--- src/rtl/lagartoII_pkg.sv ---
// Shared LagartoII front-end definitions: widths, word/address types, reset constants
// and the action codes that steer the IF/ID register.
package lagartoII_pkg;

    localparam int ADDR_W = 12;
    localparam int DATA_W = 32;

    typedef logic [ADDR_W-1:0] addr_t;
    typedef logic [DATA_W-1:0] word_t;

    localparam addr_t RESET_PC = '0;
    localparam word_t NOP_WORD = '0;

    typedef enum logic [1:0] {
        IFID_HOLD   = 2'd0,
        IFID_LOAD   = 2'd1,
        IFID_BUBBLE = 2'd2,
        IFID_FLUSH  = 2'd3
    } ifid_op_e;

endpackage

--- src/rtl/if_id_reg.sv ---
// IF/ID pipeline register: valid bit plus instruction and PC fields, steered by a
// single action code (hold, load, bubble, flush).
module if_id_reg #(
    parameter int                ADDR_W   = lagartoII_pkg::ADDR_W,
    parameter int                DATA_W   = lagartoII_pkg::DATA_W,
    parameter logic [DATA_W-1:0] NOP_WORD = lagartoII_pkg::NOP_WORD
) (
    input  logic                     clk_i,
    input  logic                     rst_ni,
    input  lagartoII_pkg::ifid_op_e  op,
    input  logic [DATA_W-1:0]        instrIn,
    input  logic [ADDR_W-1:0]        pcIn,
    output logic                     validP1,
    output logic [DATA_W-1:0]        instrP1,
    output logic [ADDR_W-1:0]        pcP1
);
    import lagartoII_pkg::*;

    // IF -> ID stage boundary
    always_ff @(posedge clk_i) begin
        if (!rst_ni) begin
            validP1 <= 1'b0;
            instrP1 <= NOP_WORD;
            pcP1    <= '0;
        end else begin
            unique case (op)
                IFID_LOAD: begin
                    validP1 <= 1'b1;
                    instrP1 <= instrIn;
                    pcP1    <= pcIn;
                end
                // An invalid slot always shows the NOP word; pc field keeps its last value.
                IFID_BUBBLE, IFID_FLUSH: begin
                    validP1 <= 1'b0;
                    instrP1 <= NOP_WORD;
                end
                default: ;
            endcase
        end
    end

endmodule

--- src/rtl/if_fetch_stage.sv ---
// LagartoII instruction fetch: PC register, next-PC selection, IF/ID handoff to decode
// with a valid/ready handshake, and a count of words accepted by decode.
module if_fetch_stage #(
    parameter int                ADDR_W   = lagartoII_pkg::ADDR_W,
    parameter int                DATA_W   = lagartoII_pkg::DATA_W,
    parameter logic [ADDR_W-1:0] RESET_PC = lagartoII_pkg::RESET_PC,
    parameter logic [DATA_W-1:0] NOP_WORD = lagartoII_pkg::NOP_WORD
) (
    input  logic              clk_i,
    input  logic              rst_ni,
    input  logic              en_i,
    output logic [ADDR_W-1:0] imem_addr_o,
    input  logic [DATA_W-1:0] imem_data_i,
    input  logic              redirect_i,
    input  logic [ADDR_W-1:0] redirect_pc_i,
    output logic              if_valid_o,
    input  logic              if_ready_i,
    output logic [DATA_W-1:0] if_instr_o,
    output logic [ADDR_W-1:0] if_pc_o,
    output logic [ADDR_W-1:0] if_pc_next_o,
    output logic [31:0]       fetch_cnt_o
);
    import lagartoII_pkg::*;

    logic [ADDR_W-1:0] pcP0;
    logic [31:0]       fetchCnt;
    logic              loadSlot;
    logic              accept;
    ifid_op_e          ifidOp;

    // The slot can take a new word when it is empty or being drained this cycle.
    assign loadSlot = !if_valid_o || if_ready_i;
    assign accept   = if_valid_o && if_ready_i && !redirect_i;

    always_comb begin
        ifidOp = IFID_HOLD;
        if (redirect_i)
            ifidOp = IFID_FLUSH;
        else if (loadSlot)
            ifidOp = en_i ? IFID_LOAD : IFID_BUBBLE;
    end

    // PC stage
    always_ff @(posedge clk_i) begin
        if (!rst_ni) begin
            pcP0     <= RESET_PC;
            fetchCnt <= '0;
        end else begin
            if (redirect_i)
                pcP0 <= redirect_pc_i;
            else if (loadSlot && en_i)
                pcP0 <= pcP0 + ADDR_W'(1);
            if (accept)
                fetchCnt <= fetchCnt + 32'd1;
        end
    end

    if_id_reg #(
        .ADDR_W   (ADDR_W),
        .DATA_W   (DATA_W),
        .NOP_WORD (NOP_WORD)
    ) u_if_id_reg (
        .clk_i   (clk_i),
        .rst_ni  (rst_ni),
        .op      (ifidOp),
        .instrIn (imem_data_i),
        .pcIn    (pcP0),
        .validP1 (if_valid_o),
        .instrP1 (if_instr_o),
        .pcP1    (if_pc_o)
    );

    assign imem_addr_o  = pcP0;
    assign if_pc_next_o = if_pc_o + ADDR_W'(1);
    assign fetch_cnt_o  = fetchCnt;

endmodule

--- config.mk ---
export PLATFORM = sky130hd
export DESIGN_NAME = if_fetch_stage
export DESIGN_NICKNAME = d
export VERILOG_FILES = /design/src/rtl/lagartoII_pkg.sv /design/src/rtl/if_id_reg.sv /design/src/rtl/if_fetch_stage.sv
export SDC_FILE = /design/constraint.sdc
export NUM_CORES = 1
export LEC_CHECK = 0
export BUFFER_PORTS_ARGS = -buffer_cell sky130_fd_sc_hd__buf_4
export CAP_MARGIN = 20
export CORE_MARGIN = 2
export CORE_UTILIZATION = 49
export DETAILED_ROUTE_END_ITERATION = 8
export PLACE_DENSITY = 0.8
export SLEW_MARGIN = 20
export SYNTH_ARGS = -nofsm -noshare
export SYNTH_HDL_FRONTEND = slang
export SYNTH_SLANG_ARGS = --single-unit
--- constraint.sdc ---
create_clock -name clk_i -period 2.7 [get_ports clk_i]
set_input_delay 0.54 -clock clk_i [delete_from_list [all_inputs] [get_ports clk_i]]
set_output_delay 0.54 -clock clk_i [all_outputs]
set_load 0.01 [all_outputs]
==> metrics <==
fillers=642; PD cells=522 nW/um^2; most frequent cells in the layout=buf_4, dfxtp_1, nor2_1, nand2_1, a21oi_1; 1st-pass router iterations=5; Register-to-Register Path Depth=4; setup violators final=0; largest area contributor in the netlist=dfxtp_1; Hold WC Path Type=in2reg; Synth area leaders=dfxtp_1, a22oi_1, a21oi_1, nor2_1, nand2_1; Routed WL per cell=15.0 um; Max Cap Viol=0; Mapped Nets=508; Clk Latency, worst-skew pair=350 ps; fin cells=698; Synth Instances=456; Top FF cell, synth=dfxtp_1; Max Freq=409 MHz; fin crit share=90.4%; kind of critical path=reg2out; Worst EP required=2160 ps; antenna violations before repair=0; crit path capture type=output port; via count=3936; CP max FO=6; vias in the first global route=3690; post-DP HPWL=7510 um; vias per inst=5.64; Synth warnings=0; CTS Buffer Depth=2; initial core utilization=51.0%; WP data arrival=1900 ps; n_diodes=0; #FFs+latches synth=89; fin crit period=2440 ps; grt ovf=0; Seq/Total Area, Yosys=45.0%; RSZ-0062 raised after global routing=no; final core occ=69.0%; pin count of the biggest net entering global routing=46; setup bufs post-CTS=0; Post-DP Area=5100 um^2; Post-Synthesis Cell Area=3960 um^2; Mean Syn Cell Area=8.68 um^2; Peak VDD IR=321 uV; TritonCTS buffer count=9; reg2reg start=fetch_cnt_o[4]$_SDFFE_PN0P_; die width=93.9 um; number of port buffers=149; global-route wire length before repair=17000 um; GRT Overall Usage=23.8%; hold path cells=3; setup tns final=0 ps; Lkg Pwr=2.16 nW; CTS Hold Bufs=0; Final Cell Area=5360 um^2; # resized after CTS=0; DRT antenna net count=0; outcome=completed; total routed wirelength=10500 um; count of cell types in the netlist=50; layout cell share with drive strength beyond 1=30.0%; residual DRC count=0; Final Net Count=643; HP Start=imem_data_i[14]; Max Transition Viols Final=0; DIE AREA=8810 um^2; core area=7770 um^2; area grow syn2layout=35.3%; most common cell after layout, fill and taps aside=buf_4; routability cong.=0.848; CTS sink cnt=89; number of enable flip-flop cells after synthesis=0; Clock Root Buffer=clkbuf_8; Relative slew margins=67.8%; Worst-path clk slew=90 ps; Setup crit start kind=flip-flop; initial drt markers=206; Fin. Hold Viols=0; placed insts=682; async set or reset register ratio after synthesis=0%; Worst Setup SP=u_if_id_reg.pcP1[3]$_SDFFE_PN0N_; num ports=150; TritonCTS clock tree=built; Rows=32; Worst-Margin Slew=482 ps; Die H=93.9 um; WHS=434 ps; top cell type's share of synthesized area=45.0%; H-tree levels=3; clk_skew=14.1 ps
[Yosys cell counts, types with 2 or more instances]
cell / instances
dfxtp_1: 89
and3_1: 5
xor2_1: 12
nor2_1: 50
or4_1: 17
nand4_1: 14
nor4_1: 3
ha_1: 3
nor3_1: 6
buf_6: 5
o31ai_1: 19
a211oi_1: 3
a22oi_1: 32
buf_2: 2
nand3_1: 20
xnor2_1: 14
inv_1: 12
clkbuf_1: 19
o21ai_0: 10
or3_1: 6
and4_1: 6
nand2_1: 41
buf_1: 2
a21oi_1: 39
and2_1: 2
[area by class of cell]
type | count | area (um^2) | area share [%]
clock buffers | 11 | 131 | 2.45
clock inverters | 5 | 128 | 2.38
inverters | 12 | 45.0 | 0.841
multi-input cells | 324 | 1970 | 36.7
flip-flops and latches | 89 | 1780 | 33.3
well taps | 102 | 128 | 2.38
repair buffers | 155 | 1180 | 22.0
[worst max-delay path: stages, from the launching register on]
cell     delay (ps)
dfxtp_1         430
and3_1          230
nand3_1         150
nor4_1          420
xor2_1          190
buf_4           140
[worst paths after layout]
path | slack, ps | end
worst max-delay path | 260 | if_pc_next_o[11]
worst min-delay path | 430 | u_if_id_reg.instrP1[14]$_SDFFE_PN0P_
worst max register to register | 540 | fetch_cnt_o[26]$_SDFFE_PN0P_
worst min register to register | 480 | u_if_id_reg.pcP1[10]$_SDFFE_PN0N_
[power breakdown]
group | switching [mW] | internal (mW) | total (mW)
sequential | 0.0373 | 1.34 | 1.38
combinational | 0.124 | 0.133 | 0.257
clock | 0.449 | 0.709 | 1.16
[per-layer routing]
layer / GRT usage [%] / share of wire (%)
met5: 0 / 0
met4: 9.78 / 2.4
met3: 5.94 / 8.9
met2: 38.2 / 45
met1: 30.7 / 43
[flip-flops by register name, indices dropped and copies added, names as in the netlist]
name,count
u_if_id_reg.instrP1,32
imem_addr_o,12
fetch_cnt_o,32
u_if_id_reg.validP1,1
u_if_id_reg.pcP1,12
[metrics by stage]
step | setup WS [ps] | total power, mW
global placement | 440 | 1.66
detailed placement | 345 | 1.67
finish | 258 | 2.80
global route | 96.1 | 2.91
floorplan | 674 | 1.52
CTS | 248 | 2.82
[kinds of logic (layout without fill, tap and decap cells)]
family / Yosys count / in the layout / synth area share, %
AND/OR/NAND/NOR: 184 / 184 / 24.6
AO/OA/AOI/OAI: 110 / 110 / 18.0
flip-flops: 89 / 89 / 45.0
buffers and inverters: 43 / 183 / 5.47
XOR/XNOR: 26 / 26 / 5.75
adder cells (fa/ha/maj): 3 / 3 / 0.948
multiplexers: 1 / 1 / 0.253
(Power assumes the default switching activity.)
